File: src/rtl/merge_sort_pkg.sv
// Shared definitions for the merge-sort slice: pass-scheduler state encoding,
// default register-file address width and a constant log2 helper. Imported by
// the controller, the merge unit and the register file.
package merge_sort_pkg;

  // Pass-scheduler states
  typedef enum logic [2:0] {
    IDLE   = 3'd0,
    LOAD_A = 3'd1,
    LOAD_B = 3'd2,
    MERGE  = 3'd3,
    NEXT   = 3'd4,
    DONE   = 3'd5
  } state_t;

  // Default register-file address width (holds up to 32 words)
  localparam int unsigned MS_ADDR_W = 32'd5;

  // Ceiling log2 for elaboration-time constants
  function automatic int unsigned ms_clog2(input int unsigned value);
    int unsigned res;
    res = 32'd0;
    for (int unsigned i = 32'd0; i < 32'd31; i++) begin
      if ((32'd1 << i) < value) begin
        res = i + 32'd1;
      end
    end
    return res;
  endfunction

endpackage

File: src/rtl/merge_addr_gen.sv
// Address generator for the merge-sort pass scheduler. Owns the run length,
// pair base and the load/write counters, and produces registered read and
// write addresses that are already valid in the cycle the FSM acts on them.
// Optional build macro: MERGE_CTRL_TIMEOUT_EN exposes run_len to the watchdog.
module merge_addr_gen
  import merge_sort_pkg::*;
#(
  parameter int unsigned N      = 32'd8,
  parameter int unsigned ADDR_W = MS_ADDR_W
) (
  input  logic              clock,
  input  logic              reset,
  input  logic              init,       // sort starts: clear all counters
  input  logic              ld_step,    // one FIFO push happens this cycle
  input  logic              sel_b_nxt,  // next cycle reads the second run
  input  logic              wr_step,    // merge unit writes this cycle
  input  logic              next_pair,  // advance to the next pair of runs
`ifdef MERGE_CTRL_TIMEOUT_EN
  output logic [ADDR_W:0]   run_len,
`endif
  output logic [ADDR_W-1:0] rd_addr,
  output logic [ADDR_W-1:0] wr_addr,
  output logic              ld_last,    // this push completes a run
  output logic              wr_last,    // this write completes the pair
  output logic              pass_wrap,  // this pair is the last of its pass
  output logic              sort_last   // this pair is the last of the sort
);

  localparam int unsigned CW  = ADDR_W + 32'd1;
  localparam logic [CW-1:0] N_C = CW'(N);

  logic [CW-1:0] pair_base_r, run_len_r, ld_cnt_r, wr_cnt_r;
  logic [CW-1:0] pair_base_s, run_len_s, ld_cnt_s, wr_cnt_s;
  logic [CW-1:0] twice_rl_s, pb_sum_s, rd_off_s;
  logic [ADDR_W-1:0] rd_addr_r, wr_addr_r;

  // Status flags derived from the current counter values
  always_comb begin
    twice_rl_s = {run_len_r[CW-2:0], 1'b0};
    pb_sum_s   = pair_base_r + twice_rl_s;
    ld_last    = (ld_cnt_r == (run_len_r - CW'(1)));
    wr_last    = (wr_cnt_r == (twice_rl_s - CW'(1)));
    pass_wrap  = (pb_sum_s == N_C);
    sort_last  = pass_wrap && (twice_rl_s == N_C);
  end

  // Next counter values from the FSM strobes
  always_comb begin
    pair_base_s = pair_base_r;
    run_len_s   = run_len_r;
    ld_cnt_s    = ld_cnt_r;
    wr_cnt_s    = wr_cnt_r;
    if (init) begin
      pair_base_s = '0;
      run_len_s   = CW'(1);
      ld_cnt_s    = '0;
      wr_cnt_s    = '0;
    end else begin
      if (ld_step) begin
        ld_cnt_s = ld_last ? '0 : (ld_cnt_r + CW'(1));
      end else begin
        ld_cnt_s = ld_cnt_r;
      end
      if (wr_step) begin
        wr_cnt_s = wr_cnt_r + CW'(1);
      end else if (next_pair) begin
        wr_cnt_s = '0;
      end else begin
        wr_cnt_s = wr_cnt_r;
      end
      if (next_pair && pass_wrap) begin
        pair_base_s = '0;
        run_len_s   = twice_rl_s;
      end else if (next_pair) begin
        pair_base_s = pb_sum_s;
      end else begin
        pair_base_s = pair_base_r;
      end
    end
    rd_off_s = sel_b_nxt ? run_len_s : '0;
  end

  // Counter registers and look-ahead addresses for the following cycle
  always_ff @(posedge clock) begin
    if (reset) begin
      pair_base_r <= '0;
      run_len_r   <= CW'(1);
      ld_cnt_r    <= '0;
      wr_cnt_r    <= '0;
      rd_addr_r   <= '0;
      wr_addr_r   <= '0;
    end else begin
      pair_base_r <= pair_base_s;
      run_len_r   <= run_len_s;
      ld_cnt_r    <= ld_cnt_s;
      wr_cnt_r    <= wr_cnt_s;
      rd_addr_r   <= ADDR_W'(pair_base_s + rd_off_s + ld_cnt_s);
      wr_addr_r   <= ADDR_W'(pair_base_s + wr_cnt_s);
    end
  end

  assign rd_addr = rd_addr_r;
  assign wr_addr = wr_addr_r;
`ifdef MERGE_CTRL_TIMEOUT_EN
  assign run_len = run_len_r;
`endif

endmodule

File: src/rtl/merge_sort_ctrl.sv
// Pass scheduler for the merge-sort datapath. Streams pairs of sorted runs
// from the source bank into the merge unit's FIFOs, waits for the merged
// words, then doubles the run length and swaps banks until one run remains.
// Optional build macro: MERGE_CTRL_TIMEOUT_EN adds a MERGE watchdog driving err.
module merge_sort_ctrl
  import merge_sort_pkg::*;
#(
  parameter int unsigned WIDTH  = 32'd8,
  parameter int unsigned N      = 32'd8,
  parameter int unsigned ADDR_W = MS_ADDR_W
) (
  input  logic              clock,
  input  logic              reset,
  input  logic              start,
  output logic              busy,
  output logic              done,
  output logic [ADDR_W-1:0] rd_addr,
  output logic              rd_bank,
  output logic              push_fifo1,
  output logic              push_fifo2,
  output logic              merge_go,
  input  logic              merge_we,
  output logic [ADDR_W-1:0] wr_addr,
  output logic              wr_bank,
  output logic [2:0]        pass,
  output logic              err
);

  localparam int unsigned LOG2_N = ms_clog2(N);

  // Elaboration-time sanity of the configuration (no hardware)
  if ((WIDTH < 32'd1) || ((32'd1 << LOG2_N) != N) || (LOG2_N > ADDR_W)) begin : g_param_invalid
  end

  state_t      state_r;
  logic        busy_r, done_r, push1_r, push2_r, go_r, bank_r, wr_bank_r;
  logic [2:0]  pass_r;
  logic        init_s, ld_step_s, sel_b_nxt_s, wr_step_s, next_s;
  logic        ld_last_s, wr_last_s, pass_wrap_s, sort_last_s, wd_expire_s;

  // FSM strobes for the address generator
  always_comb begin
    init_s      = (state_r == IDLE) && start;
    ld_step_s   = (state_r == LOAD_A) || (state_r == LOAD_B);
    wr_step_s   = (state_r == MERGE) && merge_we;
    next_s      = (state_r == NEXT);
    if (state_r == LOAD_A) begin
      sel_b_nxt_s = ld_last_s;
    end else if (state_r == LOAD_B) begin
      sel_b_nxt_s = !ld_last_s;
    end else begin
      sel_b_nxt_s = 1'b0;
    end
  end

`ifdef MERGE_CTRL_TIMEOUT_EN
  localparam int unsigned WD_W = ADDR_W + 32'd3;
  logic [ADDR_W:0]   run_len_s;
  logic [WD_W-1:0]   wd_cnt_r, wd_limit_s;
  logic              err_r;

  // Watchdog expiry: MERGE has lasted 4*run_len+8 cycles without finishing
  always_comb begin
    wd_limit_s = {run_len_s, 2'b00} + WD_W'(8);
    if ((state_r == MERGE) && !(merge_we && wr_last_s)) begin
      wd_expire_s = (wd_cnt_r == (wd_limit_s - WD_W'(1)));
    end else begin
      wd_expire_s = 1'b0;
    end
  end

  // MERGE cycle counter and sticky error flag
  always_ff @(posedge clock) begin
    if (reset) begin
      wd_cnt_r <= '0;
      err_r    <= 1'b0;
    end else begin
      wd_cnt_r <= (state_r == MERGE) ? (wd_cnt_r + WD_W'(1)) : '0;
      err_r    <= err_r | wd_expire_s;
    end
  end

  assign err = err_r;
`else
  assign wd_expire_s = 1'b0;
  assign err         = 1'b0;
`endif

  merge_addr_gen #(
    .N      (N),
    .ADDR_W (ADDR_W)
  ) u_addr_gen (
    .clock     (clock),
    .reset     (reset),
    .init      (init_s),
    .ld_step   (ld_step_s),
    .sel_b_nxt (sel_b_nxt_s),
    .wr_step   (wr_step_s),
    .next_pair (next_s),
`ifdef MERGE_CTRL_TIMEOUT_EN
    .run_len   (run_len_s),
`endif
    .rd_addr   (rd_addr),
    .wr_addr   (wr_addr),
    .ld_last   (ld_last_s),
    .wr_last   (wr_last_s),
    .pass_wrap (pass_wrap_s),
    .sort_last (sort_last_s)
  );

  // Pass-scheduler FSM; outputs are registered for the state being entered
  always_ff @(posedge clock) begin
    if (reset) begin
      state_r   <= IDLE;
      busy_r    <= 1'b0;
      done_r    <= 1'b0;
      push1_r   <= 1'b1;
      push2_r   <= 1'b1;
      go_r      <= 1'b0;
      bank_r    <= 1'b0;
      wr_bank_r <= 1'b1;
      pass_r    <= 3'd0;
    end else begin
      done_r  <= 1'b0;
      push1_r <= 1'b1;
      push2_r <= 1'b1;
      go_r    <= 1'b0;
      case (state_r)
        IDLE: begin
          if (start) begin
            state_r   <= LOAD_A;
            busy_r    <= 1'b1;
            push1_r   <= 1'b0;
            bank_r    <= 1'b0;
            wr_bank_r <= 1'b1;
            pass_r    <= 3'd0;
          end else begin
            state_r <= IDLE;
            busy_r  <= 1'b0;
          end
        end
        LOAD_A: begin
          if (ld_last_s) begin
            state_r <= LOAD_B;
            push2_r <= 1'b0;
          end else begin
            state_r <= LOAD_A;
            push1_r <= 1'b0;
          end
        end
        LOAD_B: begin
          if (ld_last_s) begin
            state_r <= MERGE;
            go_r    <= 1'b1;
          end else begin
            state_r <= LOAD_B;
            push2_r <= 1'b0;
          end
        end
        MERGE: begin
          if (wd_expire_s) begin
            state_r <= IDLE;
            busy_r  <= 1'b0;
          end else if (merge_we && wr_last_s) begin
            state_r <= NEXT;
          end else begin
            state_r <= MERGE;
            go_r    <= 1'b1;
          end
        end
        NEXT: begin
          if (pass_wrap_s) begin
            bank_r    <= !bank_r;
            wr_bank_r <= bank_r;
            pass_r    <= pass_r + 3'd1;
          end else begin
            bank_r    <= bank_r;
            wr_bank_r <= wr_bank_r;
            pass_r    <= pass_r;
          end
          if (sort_last_s) begin
            state_r <= DONE;
            busy_r  <= 1'b0;
            done_r  <= 1'b1;
          end else begin
            state_r <= LOAD_A;
            push1_r <= 1'b0;
          end
        end
        DONE: begin
          state_r <= IDLE;
          busy_r  <= 1'b0;
        end
        default: begin
          state_r <= IDLE;
          busy_r  <= 1'b0;
        end
      endcase
    end
  end

  assign busy       = busy_r;
  assign done       = done_r;
  assign push_fifo1 = push1_r;
  assign push_fifo2 = push2_r;
  assign merge_go   = go_r;
  assign rd_bank    = bank_r;
  assign wr_bank    = wr_bank_r;
  assign pass       = pass_r;

endmodule

File: config.mk
export PLATFORM = sky130hd
export DESIGN_NAME = merge_sort_ctrl
export DESIGN_NICKNAME = d
export VERILOG_FILES = /design/src/rtl/merge_sort_pkg.sv /design/src/rtl/merge_addr_gen.sv /design/src/rtl/merge_sort_ctrl.sv
export SDC_FILE = /design/constraint.sdc
export NUM_CORES = 1
export LEC_CHECK = 0
export ABC_CLOCK_PERIOD_IN_PS = 4700
export BUFFER_PORTS_ARGS = -buffer_cell sky130_fd_sc_hd__buf_2
export CAP_MARGIN = 20
export CELL_PAD_IN_SITES_DETAIL_PLACEMENT = 0
export CELL_PAD_IN_SITES_GLOBAL_PLACEMENT = 1
export CORE_ASPECT_RATIO = 0.9
export CORE_UTILIZATION = 46
export DETAILED_ROUTE_END_ITERATION = 7
export PLACE_DENSITY_LB_ADDON = 0.1
export SYNTH_ARGS = -nofsm -noshare
export SYNTH_HDL_FRONTEND = slang
export SYNTH_HIERARCHICAL = 1
export SYNTH_SLANG_ARGS = --single-unit
File: constraint.sdc
create_clock -name clock -period 4.7 [get_ports clock]
set_input_delay 0.94 -clock clock [delete_from_list [all_inputs] [get_ports clock]]
set_output_delay 0.94 -clock clock [all_outputs]
set_load 0.01 [all_outputs]
==> impl_metrics.env <==
export IMPL_status="finished, final reports clean"
export IMPL_die_w_microns=85.2
export IMPL_syn_to_final_growth_pct=11.6
export IMPL_hp_class="reg -> reg"
export IMPL_power_mw=1.07
export IMPL_syn_inst=314
export IMPL_cts_sinks=47
export IMPL_worst_slew_pin_slew_ns=0.613
export IMPL_clock_path_buffers=2
export IMPL_fmaxAchievable_mhz=226
export IMPL_ir_drop_mv=0.163
export IMPL_synth_edff_count=0
export IMPL_ctsHoldBuffers=0
export IMPL_fillCellCount=553
export IMPL_die_h_microns=76.9
export IMPL_drv_slew=0
export IMPL_synth_top_flop_cell="dfxtp_1"
export IMPL_synth_area_top_cells="dfxtp_1 33%, ha_1 6.5%, xnor2_1 5.5%, fa_1 4.9%, nor2_1 4.7%"
export IMPL_syn_area_sq_mm=0.00287
export IMPL_drv_cap=0
export IMPL_pre_cts_slack_ns=0.174
export IMPL_grt_remaining_overflow=0
export IMPL_wl_met3_microns=117
export IMPL_path_class="reg -> reg"
export IMPL_route_top_layer_used="met4"
export IMPL_ios=25
export IMPL_setup_viol=0
export IMPL_vias_per_cell=5.20
export IMPL_drc=0
export IMPL_drtAntennaViolNets=0
export IMPL_cts_root_buf="clkbuf_8"
export IMPL_clkSlewWorstSetupHoldPaths_ns=0.09
export IMPL_placed_area_sq_mm=0.00306
export IMPL_antenna_found_initial=0
export IMPL_ctsHtreeMaxLevel=2
export IMPL_ys_seq_elements=47
export IMPL_path_cells="buf_4 -> ha_1 -> fa_1 -> a21o_1 -> a21oi_2 -> xnor3_1 -> nor2_4 -> mux2i_1 -> nand2b_1 -> fa_1 -> inv_1 -> ha_1 -> a21o_1 -> a21oi_1 -> xor2_1 -> xnor2_1 -> xnor2_1 -> mux2_1"
export IMPL_grt_start_max_net_pins=34
export IMPL_drtIter0Drc=101
export IMPL_synth_top_area_share=0.328
export IMPL_fp_row_count=26
export IMPL_nets=365
export IMPL_wire_per_inst_microns=14.9
export IMPL_numCtsBuffers=5
export IMPL_hpwl_mm=4.58
export IMPL_hold_viol_final=0
export IMPL_p_leak_nw=1.38
export IMPL_gp_congestion=0.787
export IMPL_finalWirelength_mm=6.10
export IMPL_syn_avg_cell_area_sq_um=9.13
export IMPL_power_density_mw_per_mm2=336
export IMPL_final_cell_area_sq_mm=0.00320
export IMPL_crit_path_max_fanout=6
export IMPL_required_ns=4.89
export IMPL_clk_latency_ns=0.29
export IMPL_wl_met2_mm=2.71
export IMPL_syn_num_nets=340
export IMPL_grt_pass1_vias=2057
export IMPL_fin_skew_ns=0.00556
export IMPL_core_area_sq_mm=0.00586
export IMPL_cts_tree="done"
export IMPL_start_kind="register"
export IMPL_slew_headroom=0.592
export IMPL_yosysSeqAreaShare=0.328
export IMPL_diodes=0
export IMPL_die_area_sq_mm=0.00655
export IMPL_timing_final_crit_share=0.940
export IMPL_grt_pass1_wl_mm=10.2
export IMPL_start_util=0.490
export IMPL_seq_area_sq_um=941
export IMPL_final_layout_size_suffix_gt1_frac=0.188
export IMPL_synthArstFlopShare=0
export IMPL_first_pass_iters=4
export IMPL_crit_path_end_kind="register"
export IMPL_ys_warn_count=6
export IMPL_yosysUniqueCellTypes=61
export IMPL_cts_setup_buffers=0
export IMPL_port_buffers=23
export IMPL_multi_input_area_sq_mm=0.00178
export IMPL_grtUsageTotal=0.199
export IMPL_fin_crit_ns=4.42
export IMPL_num_vias=2130
export IMPL_yosysTopAreaCell="dfxtp_1"
export IMPL_worst_path_max_delay_cell="fa_1"
export IMPL_holdWs_ns=0.476
export IMPL_worst_slack_ns=0.283
export IMPL_max_stage_delay_ns=0.48
export IMPL_arrival_ns=4.60
export IMPL_drt_met1_wl_mm=3.25
[worst max-delay path, delay by kind of cell, from the launching register on]
kind	cells	cell delay (ns)
flops	1	0.32
xor+xnor	4	0.80
compound gates	4	0.72
mux	2	0.46
simple gates	2	0.40
fa+ha+maj	4	1.38
buf+inv	2	0.23
[cells in the mapped netlist, types with 7 or more instances]
library cell	instances
nor2_1	36
dfxtp_1	47
nand2_1	14
xor2_1	13
o21ai_0	7
xnor2_1	18
a21oi_1	13
nand2b_1	8
nor2b_1	13
fa_1	7
inv_1	19
ha_1	15
[placed cells by master (no fill, tap or decap), types with 3 or more instances in the layout]
cell type	netlist	final
nor2_1	36	36
xnor2_1	18	18
nand4_1	5	5
or3_1	3	3
o21ai_0	7	7
a21o_1	6	6
nor3_1	4	4
a21oi_1	13	12
buf_2	5	23
a21oi_2	2	3
or2_2	5	5
nand2b_1	8	8
buf_4	1	12
xor2_1	13	13
nor2b_1	13	12
nor3b_1	3	3
ha_1	15	15
fa_1	7	7
dfxtp_1	47	47
nand2_1	14	14
mux2i_1	6	6
a211oi_1	3	3
inv_1	19	19
nand3_1	6	6
clkbuf_8	0	6
and3b_1	3	3
[power by group]
part / internal [mW] / switching (mW) / total, mW
Combinational: 0.127 / 0.185 / 0.311
Sequential: 0.427 / 0.0273 / 0.454
Clock: 0.172 / 0.136 / 0.308
Total: 0.726 / 0.348 / 1.07
[layer usage]
layer  GRT usage  up-vias
met3      0.0323        2
met1       0.286      985
met5           0        -
li1            -     1120
met2       0.313       23
met4      0.0407        0
[state kept, by name, summed over array words and instances (netlist names)]
signal	flops
u_addr_gen/wr_cnt_r	6
u_addr_gen/pair_base_r	6
busy	1
push_fifo1	1
u_addr_gen/rd_addr	5
pass	3
u_addr_gen/run_len_r	6
rd_bank	1
merge_go	1
wr_bank	1
u_addr_gen/wr_addr	5
u_addr_gen/ld_cnt_r	6
done	1
push_fifo2	1
state_r	3
[path summary, 6_finish.rpt]
check                                             start               endpoint  slack, ns  cells past startpoint
worst max-delay path            u_addr_gen/run_len_r[0]  u_addr_gen/rd_addr[4]       0.28                     18
worst max register to register  u_addr_gen/run_len_r[0]  u_addr_gen/rd_addr[4]       0.28                     18
worst min register to register                  wr_bank                wr_bank       0.48                      1
worst min-delay path                            wr_bank                wr_bank       0.48                      1
[layout make-up]
class / instances / area share
Timing Repair Buffer: 35 / 0.0642
Tap cell: 70 / 0.0274
Sequential cell: 47 / 0.294
Clock buffer: 6 / 0.0258
Inverter: 19 / 0.0223
Multi-Input combinational cell: 231 / 0.555
Clock inverter: 2 / 0.0110
[per-stage QoR]
stage / std cells / TNS, ns / util
5_1_grt: 410 / -0.00735 / 0.546
6_report: 410 / 0 / 0.546
4_1_cts: 410 / 0 / 0.543
3_3_place_gp: 402 / 0 / 0.523
2_1_floorplan: 314 / 0 / -
3_5_place_dp: 402 / 0 / 0.523
[logic make-up after synthesis]
logic type	share of synthesized area
multiplexers	0.0327
buffers and inverters	0.0615
AO/OA/AOI/OAI	0.109
XOR/XNOR	0.110
AND/OR/NAND/NOR	0.243
flip-flops	0.328
other	0.00131
adder cells (fa/ha/maj)	0.114
[repair_timing]
| item | CTS | global route |
|---|---|---|
| endpoints found under the setup margin | 0 | 1 |
| gates resized for setup | 0 | 4 |
| endpoints found under the hold margin | 0 | 0 |
No activity file was read; power rests on OpenSTA's default activity.
